<file path="src/rtl/tick_scheduler.sv">
// Multi-channel tick (clock-enable) generator with per-channel programmable divisors.
// Divisor updates go through a valid/ready request and land only on a period boundary.
module tick_scheduler #(
    parameter int RAW_CLOCK_FREQ = 100_000_000,
    parameter int NUM_CH         = 4,
    parameter int DIV_WIDTH      = 16,
    parameter int DEFAULT_DIV    = RAW_CLOCK_FREQ / 1_000_000,
    localparam int CH_W          = (NUM_CH > 1) ? $clog2(NUM_CH) : 1
) (
    input  logic                 clk,
    input  logic                 rst_n,
    input  logic [NUM_CH-1:0]    ch_en,
    input  logic                 sync_start,
    input  logic                 cfg_valid,
    output logic                 cfg_ready,
    input  logic [CH_W-1:0]      cfg_ch,
    input  logic [DIV_WIDTH-1:0] cfg_div,
    output logic                 cfg_done,
    output logic [NUM_CH-1:0]    tick,
    output logic [1:0]           dbg_state_o
);
    // Handshake: an update is accepted on any rising edge where cfg_valid and cfg_ready
    // are both high; the requester holds cfg_valid and its payload until then.
    typedef enum logic [1:0] {
        IDLE    = 2'd0,
        PENDING = 2'd1,
        DONE    = 2'd2
    } cfg_state_e;

    cfg_state_e           state_q, state_d;
    logic [DIV_WIDTH-1:0] cnt_q [NUM_CH];
    logic [DIV_WIDTH-1:0] cnt_d [NUM_CH];
    logic [DIV_WIDTH-1:0] div_q [NUM_CH];
    logic [DIV_WIDTH-1:0] div_d [NUM_CH];
    logic [NUM_CH-1:0]    tick_q, tick_d;
    logic [NUM_CH-1:0]    wrap;
    logic [CH_W-1:0]      sh_ch_q, sh_ch_d;
    logic [DIV_WIDTH-1:0] sh_div_q, sh_div_d;
    logic                 ch_ok;
    logic                 apply;

    // Out-of-range channel numbers only exist when NUM_CH is not a power of two.
    generate
        if ((1 << CH_W) == NUM_CH) begin : g_full_range
            assign ch_ok = 1'b1;
        end else begin : g_part_range
            assign ch_ok = (int'(cfg_ch) < NUM_CH);
        end
    endgenerate

    always_comb begin
        wrap = '0;
        for (int i = 0; i < NUM_CH; i++) begin
            wrap[i] = ch_en[i] && (div_q[i] != '0) && (cnt_q[i] == div_q[i] - DIV_WIDTH'(1));
        end
    end

    assign apply = (state_q == PENDING) &&
                   (wrap[sh_ch_q] || !ch_en[sh_ch_q] || (div_q[sh_ch_q] == '0) || sync_start);

    always_comb begin
        state_d  = state_q;
        sh_ch_d  = sh_ch_q;
        sh_div_d = sh_div_q;
        case (state_q)
            IDLE: begin
                if (cfg_valid) begin
                    if (ch_ok) begin
                        sh_ch_d  = cfg_ch;
                        sh_div_d = cfg_div;
                        state_d  = PENDING;
                    end else begin
                        state_d  = DONE;
                    end
                end
            end
            PENDING: if (apply) state_d = DONE;
            DONE:    state_d = IDLE;
            default: state_d = IDLE;
        endcase
    end

    // A wrap that coincides with the apply edge still emits its tick, so no period is lost.
    always_comb begin
        tick_d = '0;
        for (int i = 0; i < NUM_CH; i++) begin
            div_d[i] = div_q[i];
            if (!ch_en[i] || (div_q[i] == '0) || sync_start) begin
                cnt_d[i] = '0;
            end else if (wrap[i]) begin
                cnt_d[i]  = '0;
                tick_d[i] = 1'b1;
            end else begin
                cnt_d[i] = cnt_q[i] + DIV_WIDTH'(1);
            end
            if (apply && (sh_ch_q == CH_W'(i))) begin
                div_d[i] = sh_div_q;
                cnt_d[i] = '0;
            end
        end
    end

    always_ff @(posedge clk or negedge rst_n) begin
        if (!rst_n) begin
            state_q  <= IDLE;
            sh_ch_q  <= '0;
            sh_div_q <= '0;
            tick_q   <= '0;
            for (int i = 0; i < NUM_CH; i++) begin
                cnt_q[i] <= '0;
                div_q[i] <= DIV_WIDTH'(DEFAULT_DIV);
            end
        end else begin
            state_q  <= state_d;
            sh_ch_q  <= sh_ch_d;
            sh_div_q <= sh_div_d;
            tick_q   <= tick_d;
            for (int i = 0; i < NUM_CH; i++) begin
                cnt_q[i] <= cnt_d[i];
                div_q[i] <= div_d[i];
            end
        end
    end

    assign tick        = tick_q;
    assign cfg_ready   = (state_q == IDLE);
    assign cfg_done    = (state_q == DONE);
    assign dbg_state_o = state_q;

endmodule
</file>
<file path="config.mk">
export PLATFORM = sky130hd
export DESIGN_NAME = tick_scheduler
export DESIGN_NICKNAME = d
export VERILOG_FILES = /design/src/rtl/tick_scheduler.sv
export SDC_FILE = /design/constraint.sdc
export NUM_CORES = 1
export LEC_CHECK = 0
export CORE_ASPECT_RATIO = 1.4
export CORE_MARGIN = 3
export CORE_UTILIZATION = 24
export CTS_CLUSTER_DIAMETER = 200
export DETAILED_ROUTE_END_ITERATION = 8
export GPL_ROUTABILITY_DRIVEN = 0
export GPL_TIMING_DRIVEN = 1
export PLACE_DENSITY = 0.47
export SLEW_MARGIN = 40
export SYNTH_ARGS = -nofsm -noshare
export SYNTH_HDL_FRONTEND = slang
export SYNTH_SLANG_ARGS = --single-unit
</file>
<file path="constraint.sdc">
create_clock -name clk -period 6.7 [get_ports clk]
set_input_delay 1.005 -clock clk [delete_from_list [all_inputs] [get_ports clk]]
set_output_delay 1.005 -clock clk [all_outputs]
set_load 0.03 [all_outputs]
</file>
======== Yosys cells after proc, flatten, opt, wreduce, memory -nomap -nowiden ========
Cells that the tools add are included.
storage, ports and cells
  register bits ........................... 152
  input port bits ......................... 26
  output and inout port bits .............. 8
  word-level logic and storage cells ...... 106
operators by class
  $add $sub $neg .......................... 8
  order comparisons ....................... 2
  equal/unequal tests ..................... 11
  multiplexer cells ....................... 30
  bitwise operators ....................... 1
  reductions and logical operators ........ 42
operators by type and width
  operator                                                                       number
  16-bit 2-to-1 mux                                                              14
  16-bit zero test                                                               5
  16-bit by 1-bit adder with 16-bit output (second input constant)               4
  16-bit == test                                                                 4
  16-bit nonzero test                                                            4
  16-bit by 1-bit subtractor with 16-bit output (second input constant)          4
  16-bit binary-select mux with 2-bit select                                     1
  1-bit logical AND                                                              13
  1-bit logical OR                                                               11
  1-bit 2-to-1 mux                                                               10
  2-bit == test (second input constant)                                          3
  1-bit zero test                                                                5
  1-bit binary-select mux with 2-bit select                                      2
  2-bit by 1-bit == test with 1-bit output (second input constant)               2
  2-bit zero test                                                                2
  2-bit 2-to-1 mux                                                               2
  2-bit inequality test (second input constant)                                  2
  2-bit case mux with 2 select lines                                             1
  2-bit AND reduction                                                            2
  3-bit >= comparator (second input constant)                                    1
  2-bit by 3-bit less-than comparator with 1-bit output (second input constant)  1
  2-bit NOT with 3-bit output                                                    1

======== Longest topological paths before layout ========
Gate-level depths: netlist of run 1.
  word-level depth ........................ 11
  gate-level depth with buffers ........... 12
  mapped depth without buffers ............ 10

======== Least setup slack after synthesis of run 1 ========
Ideal clock, no wire load.
  kind .................................... register to register
  from .................................... register div_q[0] (netlist bit)
  to ...................................... register div_q[10] (netlist bit)
  setup time .............................. 0.125 ns
  arrival time ............................ 3.196 ns
  data required time ...................... 6.575 ns
  slack ................................... 3.379 ns
  cell stages (with the launch flop) ...... 13
  path buffers ............................ 2
  path through ............................ dfrtp_1 > inv_1 > ha_1 > or3b_1 > clkbuf_2 > xor2_1 > mux2i_1 > or4b_4 > a2111oi_4 > nand2_2 > a21oi_4 > buf_8 > mux2_4
on the way
  cells in the longest elaborated chain, start to end .. 10
RTL lines
  item                                                                                  RTL line  RTL
  start, declared                                                                       33        logic [DIV_WIDTH-1:0] div_q [NUM_CH];
  start signal, assigned by index                                                       111       div_q[i] <= DIV_WIDTH'(DEFAULT_DIV);
  start signal, assigned by index                                                       120       div_q[i] <= div_d[i];
  16-bit by 1-bit subtractor with 16-bit output or 16-bit nonzero test (tied branches)  54        wrap[i] = ch_en[i] && (div_q[i] != '0) && (cnt_q[i] == div_q[i] - DIV_WIDTH'(1));
  16-bit == test or 1-bit logical AND (tied branches)                                   54
  1-bit logical AND                                                                     54
  1-bit binary-select mux with 2-bit select                                             59        (wrap[sh_ch_q] || !ch_en[sh_ch_q] || (div_q[sh_ch_q] == '0) || sync_start);
  1-bit 2-to-1 mux (implied by the code)                                                59
  1-bit logical OR                                                                      59
  1-bit logical OR (*) (2 in series)                                                    59
  1-bit logical AND (*)                                                                 58        assign apply = (state_q == PENDING) &&
  1-bit logical AND (*)                                                                 96        if (apply && (sh_ch_q == CH_W'(i))) begin
Every way passes the cells marked *; elsewhere a longest branch is shown, timed or not. The select of a mux whose other input is x is not followed.
A chain may end at the register's enable or synchronous reset.

==> reports/summary.md, run 1 <==
When the netlist entered floorplanning its net count stood at 878. The global-route congestion overflow total came out at 0. The number of placed instances, taps included, is 1312. The synthesis warning total came out at 0.

Among all stages on the critical path, the largest delay is contributed by sky130_fd_sc_hd__nor3b_1. For the pin with the worst max-slew slack, the measured transition is 0.741 ns. The count of nets left with antenna violations once routing finished came out at 0. Relative max-transition margin: 0.502. Summed over all cells, the static leakage comes to 4.07 nW. For the total I/O pin count, the log shows 34. The smallest clock period supported by the final layout is computed as 3.86 ns. The fraction of layout instances using a drive strength above 1 was 0.168; the die boundary height was 233 um. The run finished with clean final reports.

The total number of clock tree sinks was 152. The share of flip-flops with an asynchronous set or reset was 1.00. The number of buffers created by CTS came out at 17. The register area was 3820 um2. The worst setup path is captured at a register. The clock tree synthesis step divided the H-tree into 4 levels. Setup violations remaining at the end of the flow were counted as 0. Counting flops with a built-in enable in the synthesized netlist gives 0. The first global-routing pass estimated 35.4 mm of wire. The core region is 36000 um2. The first TritonRoute pass finished after 4 iterations. The tools report the mapped cell area as 8810 um2. For the final database, setup skew stands at 0.00854 ns. The post-route clock period utilization is 0.576. The die span in x is 168 um. Flip-flop cell with the highest count after synthesis: sky130_fd_sc_hd__dfrtp_1. In this design, the stage delay of the slowest critical-path cell is 0.64 ns. The run gives 0.115 as the all-layer global routing usage.

The wire-length estimate of the detail-placed layout is 16.2 mm. For the worst setup path, the data arrival time is 4.15 ns. The worst-case IR drop observed on VDD is 0.000200 V. After clock tree synthesis, the clock-pin slew on the worst setup and hold paths is 0.06 ns.

The setup slack on the worst flop-to-flop path is 2.84 ns. The logs give 6160 for the via count of the routed design and 0 for the post-cts hold buffer count. Post-CTS timing repair inserted 0 buffers for setup.

The worst setup path is launched from a register. The pin count of the biggest net entering global routing was 92. Number of global-route vias before repair: 6313.

Setup repair after global routing left no endpoint under its margin. In this run the worst setup path terminates at cnt_q[37]. In this run, the number of DRC markers left after iteration 0 of detailed routing was 248. After detailed routing, the number of vias per cell comes to 4.58. Summing all multi-input logic gate instances after layout gives 4790 um2. Power spread over the standard cell area amounts to 404 nW/um2. In the layout the commonest cells are 140 x sky130_fd_sc_hd__dfrtp_1, 113 x sky130_fd_sc_hd__nor2_1, 66 x sky130_fd_sc_hd__xnor2_1, 62 x sky130_fd_sc_hd__xor2_1, 55 x sky130_fd_sc_hd__nand3_1.

The number of max-capacitance violations reported is 0. The cell row count was 82; the number of antenna violations at the first check in global routing was 0. The total wire length after detailed routing is 21.8 mm. The number of gates resized after cts was 0; the net count reported at finish was 907. The number of remaining DRC errors is 0, and the mean post-synth cell area is 10.5 um2. Along the worst path, the maximum fanout reaches 16. The gate count after technology mapping was 840; the total negative slack was 0 ns.

The source of the worst register-to-register timing path is div_q[32]. The area growth from synthesis to layout is 16.5%. Counting cells, the worst reg-to-reg path comes to 10.

For the number of inserted diodes, the log shows 0. In the final routed layout, each cell accounts on average for 16.2 um. The root buffer cell chosen for the clock tree is sky130_fd_sc_hd__clkbuf_16.

Counting the fill cells in the layout gives 3719. The setup path with the least slack is of type reg -> reg. The worst register-to-register path ends at cnt_q[37]. The required time of the critical path came out at 6.99 ns. Once layout is complete, the cells apart from fillers number 1344.

The later pin in the worst-skew pair is clocked with a latency of 0.44 ns. After synthesis the netlist holds a flip-flop and latch count of 152. The signal on the critical path passes through inv_1, ha_1, nor3b_1, nand2_1, a2111oi_0, nand4_1, nor4b_1, and4_1, or4_1, nor2_1. The tools report the max-slew violation total from the final report as 0. The most common cell after layout, fill and taps aside was sky130_fd_sc_hd__dfrtp_1. The synthesized netlist contains 80 unique library cells.

Top achievable clock speed: 259 MHz. For the minimum hold slack, the log shows 0.525 ns. The tools report the starting utilization of the core area as 0.245. The total die area came out at 39100 um2. In this run the deepest clock path goes through 2 buffers. Sequential-to-total area share from yosys stat: 0.434. Input and output buffers added on the ports amount to 33. The class of the most critical hold timing path was reg -> reg. The tools report the startpoint of the worst setup timing path as div_q[32]. TritonCTS built the clock tree. The final number of hold-violating endpoints came out at 0.
## power breakdown
| group | total [mW] | switching, mW | internal, mW |
|---|---|---|---|
| sequential | 1.69 | 0.486 | 1.21 |
| combinational | 1.41 | 0.657 | 0.756 |
| clock | 1.04 | 0.391 | 0.652 |
## stage by stage
step                utilization  worst slack (ns)  cell area, um2  power [mW]
floorplan                     -              3.38            8810        2.67
global placement          0.266              2.60            9600        3.11
detailed placement        0.267              2.53            9610        3.14
CTS                       0.285              2.83           10200        4.20
global route              0.285              2.58           10300        4.42
finish                    0.285              2.84           10300        4.15
## cells by family (layout without fill, tap and decap cells)
group,after synthesis,count (layout),share of synthesized area
compound gates,84,84,0.0807
simple gates,327,327,0.186
xor+xnor,129,129,0.130
flops,152,152,0.434
mux,92,92,0.129
buf+inv,44,86,0.0234
fa+ha+maj,12,12,0.0170
## registers in the layout, indices dropped and copies added (netlist names)
| register | flops |
|---|---|
| div_q | 64 |
| sh_ch_q | 2 |
| tick | 4 |
| dbg_state_o | 2 |
| cnt_q | 64 |
| sh_div_q | 16 |
## layout make-up
class                   instances  share of cell area
flip-flops and latches        152               0.372
multi-input cells             644               0.467
clock buffers                  21              0.0459
repair buffers                 35              0.0345
well taps                     462              0.0564
clock inverters                11              0.0166
inverters                      19             0.00695
## cells in the mapped netlist, types with 4 or more instances
cell type / count / area share
sky130_fd_sc_hd__nor4_1: 16 / 0.011
sky130_fd_sc_hd__xnor2_1: 66 / 0.066
sky130_fd_sc_hd__nand2_1: 40 / 0.017
sky130_fd_sc_hd__mux2i_1: 8 / 0.0091
sky130_fd_sc_hd__or4_1: 4 / 0.0034
sky130_fd_sc_hd__nor2b_1: 5 / 0.0036
sky130_fd_sc_hd__ha_1: 12 / 0.017
sky130_fd_sc_hd__o41ai_1: 4 / 0.0040
sky130_fd_sc_hd__xor2_1: 62 / 0.062
sky130_fd_sc_hd__nor2_1: 113 / 0.048
sky130_fd_sc_hd__nand2b_1: 8 / 0.0057
sky130_fd_sc_hd__nand4_1: 10 / 0.0071
sky130_fd_sc_hd__and3_1: 20 / 0.014
sky130_fd_sc_hd__o21ai_0: 16 / 0.0091
sky130_fd_sc_hd__nor3_1: 21 / 0.012
sky130_fd_sc_hd__clkbuf_1: 13 / 0.0055
sky130_fd_sc_hd__nand3b_1: 5 / 0.0043
sky130_fd_sc_hd__nand3_1: 55 / 0.031
sky130_fd_sc_hd__a211o_1: 4 / 0.0040
sky130_fd_sc_hd__inv_1: 19 / 0.0081
sky130_fd_sc_hd__mux2_2: 52 / 0.066
sky130_fd_sc_hd__nor3b_1: 7 / 0.0060
sky130_fd_sc_hd__buf_2: 4 / 0.0023
sky130_fd_sc_hd__dfstp_2: 12 / 0.036
sky130_fd_sc_hd__a21oi_1: 10 / 0.0057
sky130_fd_sc_hd__a31oi_1: 5 / 0.0036
sky130_fd_sc_hd__mux2_4: 30 / 0.051
sky130_fd_sc_hd__dfrtp_1: 140 / 0.40
## critical path: cells and delay by family (launching register included)
| kind | cells | cell delay (ns) |
|---|---|---|
| AO/OA/AOI/OAI | 1 | 0.57 |
| adder cells (fa/ha/maj) | 1 | 0.23 |
| buffers and inverters | 1 | 0.13 |
| flip-flops | 1 | 0.45 |
| AND/OR/NAND/NOR | 7 | 2.32 |
## per-layer routing
metal	GRT usage	routed length, um	part of all wire	vias up
met3	0.0219	410	0.019	16
met2	0.218	12000	0.55	66
li1	-	-	-	3037
met1	0.131	9070	0.42	3041
met5	0	0	0	-
met4	0.0330	311	0.014	0
## worst min-delay path by stage
stage                         start  slack [ns]   endpoint  cells after the start
after detailed placement  cnt_q[16]        0.52  cnt_q[16]                      1
final                     cnt_q[16]        0.52  cnt_q[16]                      1
after floorplan           cnt_q[32]        0.49  cnt_q[32]                      1
after global routing      cnt_q[16]        0.56  cnt_q[16]                      1
after global placement    cnt_q[16]        0.53  cnt_q[16]                      1
after CTS                 cnt_q[16]        0.53  cnt_q[16]                      1
No activity file was read; power rests on OpenSTA's default activity.
==> run 2: changes to the inputs <==
PLACE_DENSITY = 0.49   (was 0.47)
clock period = 3.2 ns   (was 6.7 ns; I/O delays follow)
==> reports/summary.md, run 2 (synthesis gave the netlist of run 1 again) <==
The core box area came out at 36000 um2 (unchanged). The tree is rooted in a sky130_fd_sc_hd__clkbuf_16. The number of input and output port buffers inserted works out to 33 (unchanged). The class of the most critical hold timing path is in -> async. For the top achievable clock speed, the log shows 311 MHz (+20%).

For the number of global-route vias before repair, the log shows 6762 (+7.1%). The first-pass iteration count of the detailed router was 4 (unchanged); the pin count of the biggest net entering global routing was 69 (-25%). The total wire length after detailed routing is 22.9 mm (+5.3%), and the number of remaining DRC errors is 0 (unchanged). For this design, the slowest cell found on the critical path is sky130_fd_sc_hd__or4b_4. The tools report the worst setup margin as -0.0149 ns (-2.86 ns).

The worst clock skew on the final layout was 0.00772 ns (-0.000818 ns). The run finished, with violations left. The tools report the starting utilization of the core area as 0.245 (unchanged). The area added between synthesis and finish is 24.3%, and the number of inserted diodes is 0 (unchanged). The setup slack on the worst flop-to-flop path is -0.01 ns (-2.86 ns), and the register clock-pin slew on the reported worst setup and hold paths is 0.06 ns (about the same). The total number of clock tree sinks is 152 (unchanged), and the fraction of layout instances using a drive strength above 1 is 0.245 (+0.0769). The number of buffers created by CTS was 17 (unchanged).

In this run the critical register-to-register path is captured at div_q[0]. For the pre-CTS setup slack, the log shows -0.124 ns (-2.66 ns). The critical path is of the reg -> reg type. The run gives 973 (+7.3%) as the net count reported at finish. The logs give 0 (unchanged) for the number of antenna violations at the first check in global routing and 2 (unchanged) for the number of buffers on the longest clock path. Average wire per cell in the routed design: 16.3 um (+0.42%).

The post-cts hold buffer count is 0 (unchanged). The minimum hold slack came out at 0.0674 ns (-0.457 ns). The leakage power was 4.43 nW (+9.0%); the global-route congestion overflow total was 0 (unchanged). The die boundary height is 233 um (unchanged). The all-layer global routing usage is 0.122 (+0.00708). The tools report the clock latency of the later-clocked register in the worst-skew pair as 0.44 ns (about the same). On the critical path the largest part of the delay comes from simple AND/OR/NAND/NOR gates. The shortest period the worst path allows was 3.21 ns (-0.645 ns); the max-slew violation total from the final report was 0 (unchanged). The run gives 3.53 ns (-0.62 ns) as the data arrival time at the worst-slack endpoint. TritonCTS built the clock tree.

For the number of H-tree levels, the log shows 4 (unchanged). For the DRC violation total after the first TritonRoute iteration, the log shows 259 (+4.4%). The run gives 6497 (+5.5%) as the via count of the routed design. The post-layout instance area was 10900 um2 (+6.7%); the total die area was 39100 um2 (unchanged). STA classifies the critical path endpoint as a register. The run gives 16.6 mm (+2.6%) as the detailed placer's ending HPWL. The post-layout utilization of the core is 0.304 (+0.0191), and the die span in x is 168 um (unchanged). In this run the critical register-to-register path is launched from div_q[1].

The actual transition at the worst max-transition pin was 0.690 ns (-0.0511 ns); the number of max-capacitance violations reported was 0 (unchanged). The highest fanout seen on the critical path works out to 8 (-8). The checks that failed: setup timing. The maximum cell stage delay along the critical path is 0.51 ns (-0.13 ns). The number of buffers and inverters on the critical path came out at 3 (+2). Setup repair after global routing could not meet its margin everywhere. The post-route clock period utilization is 1.00 (+0.429). The power density over the cells is 831 nW/um2 (+110%).

Length in cells of the worst reg-to-reg path: 11 (+1). Required time of the critical path: 3.52 ns (-3.47 ns). The total setup violations reported at the end of the flow was 7 (+7). The post-placement cell area was 10100 um2 (+4.9%); the total I/O pin count was 34 (unchanged).

The relative max-transition margin came out at 0.540 (+0.0386). The final number of hold-violating endpoints is 0 (unchanged). Leaving out fill and tap cells, the most frequent cells in the layout are 139 x sky130_fd_sc_hd__dfrtp_1, 113 x sky130_fd_sc_hd__nor2_1, 66 x sky130_fd_sc_hd__xnor2_1, 61 x sky130_fd_sc_hd__xor2_1. The cell row count was 82 (unchanged). The largest registers in the layout are cnt_q: 64 flops, div_q: 64 flops, sh_div_q: 16 flops. The library cell used most frequently in the layout, excluding fill and tap cells, is sky130_fd_sc_hd__dfrtp_1. The run gives 37.2 mm (+5.3%) as the first-pass GRT wire length. Antenna violation net count after detailed routing: 0 (unchanged).

The critical path goes through buf_4, or4_4, buf_4, o21ai_1, o2111ai_1, or4b_4, a2111oi_4, nand2_2, a21oi_4, buf_12, mux2_2. In this design, the critical path's most frequently occurring cell is sky130_fd_sc_hd__buf_4. For the peak ir drop on the vdd network, the log shows 0.000382 V (+91%). STA classifies the critical path startpoint as a register.

Detail-routed via count per cell: 4.61 (+0.53%).
## run 2: cell types whose count changed in the layout (fill, tap and decap cells not counted), sizes merged
| cell | before | now |
|---|---|---|
| buf | 3 | 66 |
| bufinv | 4 | 2 |
| clkinv | 4 | 6 |
| clkinvlp | 3 | 5 |
| o21ai | 19 | 21 |
| clkbuf | 21 | 20 |
## run 2: stage by stage
stage / instances / total power [mW] / setup TNS [ns]
4_1_cts: 1406 / 9.09 / -0.135
2_1_floorplan: 840 / 5.59 / 0
3_3_place_gp: 1363 / 6.86 / -0.270
6_report: 1410 / 9.09 / -0.0707
3_5_place_dp: 1363 / 6.89 / -1.56
5_1_grt: 1410 / 9.71 / -1.78
## run 2: final cells by class
type / instances / area, um2
Inverter: 19 / 71.3
Fill cell: 3659 / 25100
Tap cell: 462 / 578
Timing Repair Buffer: 99 / 952
Clock inverter: 13 / 131
Multi-Input combinational cell: 646 / 4960
Clock buffer: 19 / 433
Sequential cell: 152 / 3820
## run 2: how the worst max path moves through the flow
stage | start | cells after the start | slack (ns) | endpoint
after floorplan | div_q[0] | 12 | 0.03 | div_q[10]
after global placement | div_q[0] | 11 | -0.04 | div_q[1]
after detailed placement | div_q[0] | 11 | -0.12 | div_q[3]
after CTS | div_q[0] | 11 | -0.04 | div_q[3]
after global routing | div_q[0] | 11 | -0.13 | div_q[11]
final | div_q[1] | 11 | -0.01 | div_q[0]
## run 2: what timing repair did
action	CTS	global route
buffers inserted	9	3
gates cloned	2	1
endpoints found under the setup margin	66	115
pin swaps	1	4
gates resized for setup	17	22
## run 2: metal layers
layer,GRT usage,vias to the layer above,share of wire
met5,0,-,0
met4,0.0455,0,0.033
met3,0.0241,32,0.019
met2,0.227,61,0.53
met1,0.138,3229,0.41
li1,-,3175,-
## run 2: power by group
part	internal (mW)	leakage, nW	switching (mW)	total [mW]
Combinational	2.01	2.23	1.65	3.66
Sequential	2.53	1.94	0.935	3.46
Clock	1.14	0.265	0.833	1.97
Total	5.68	4.43	3.41	9.09
==> run 3: changes to the inputs <==
HOLD_SLACK_MARGIN = 0.05   (was unset)
==> results of run 3 <==
Same layout as run 2: the final DEF is identical, and so are final timing and power.
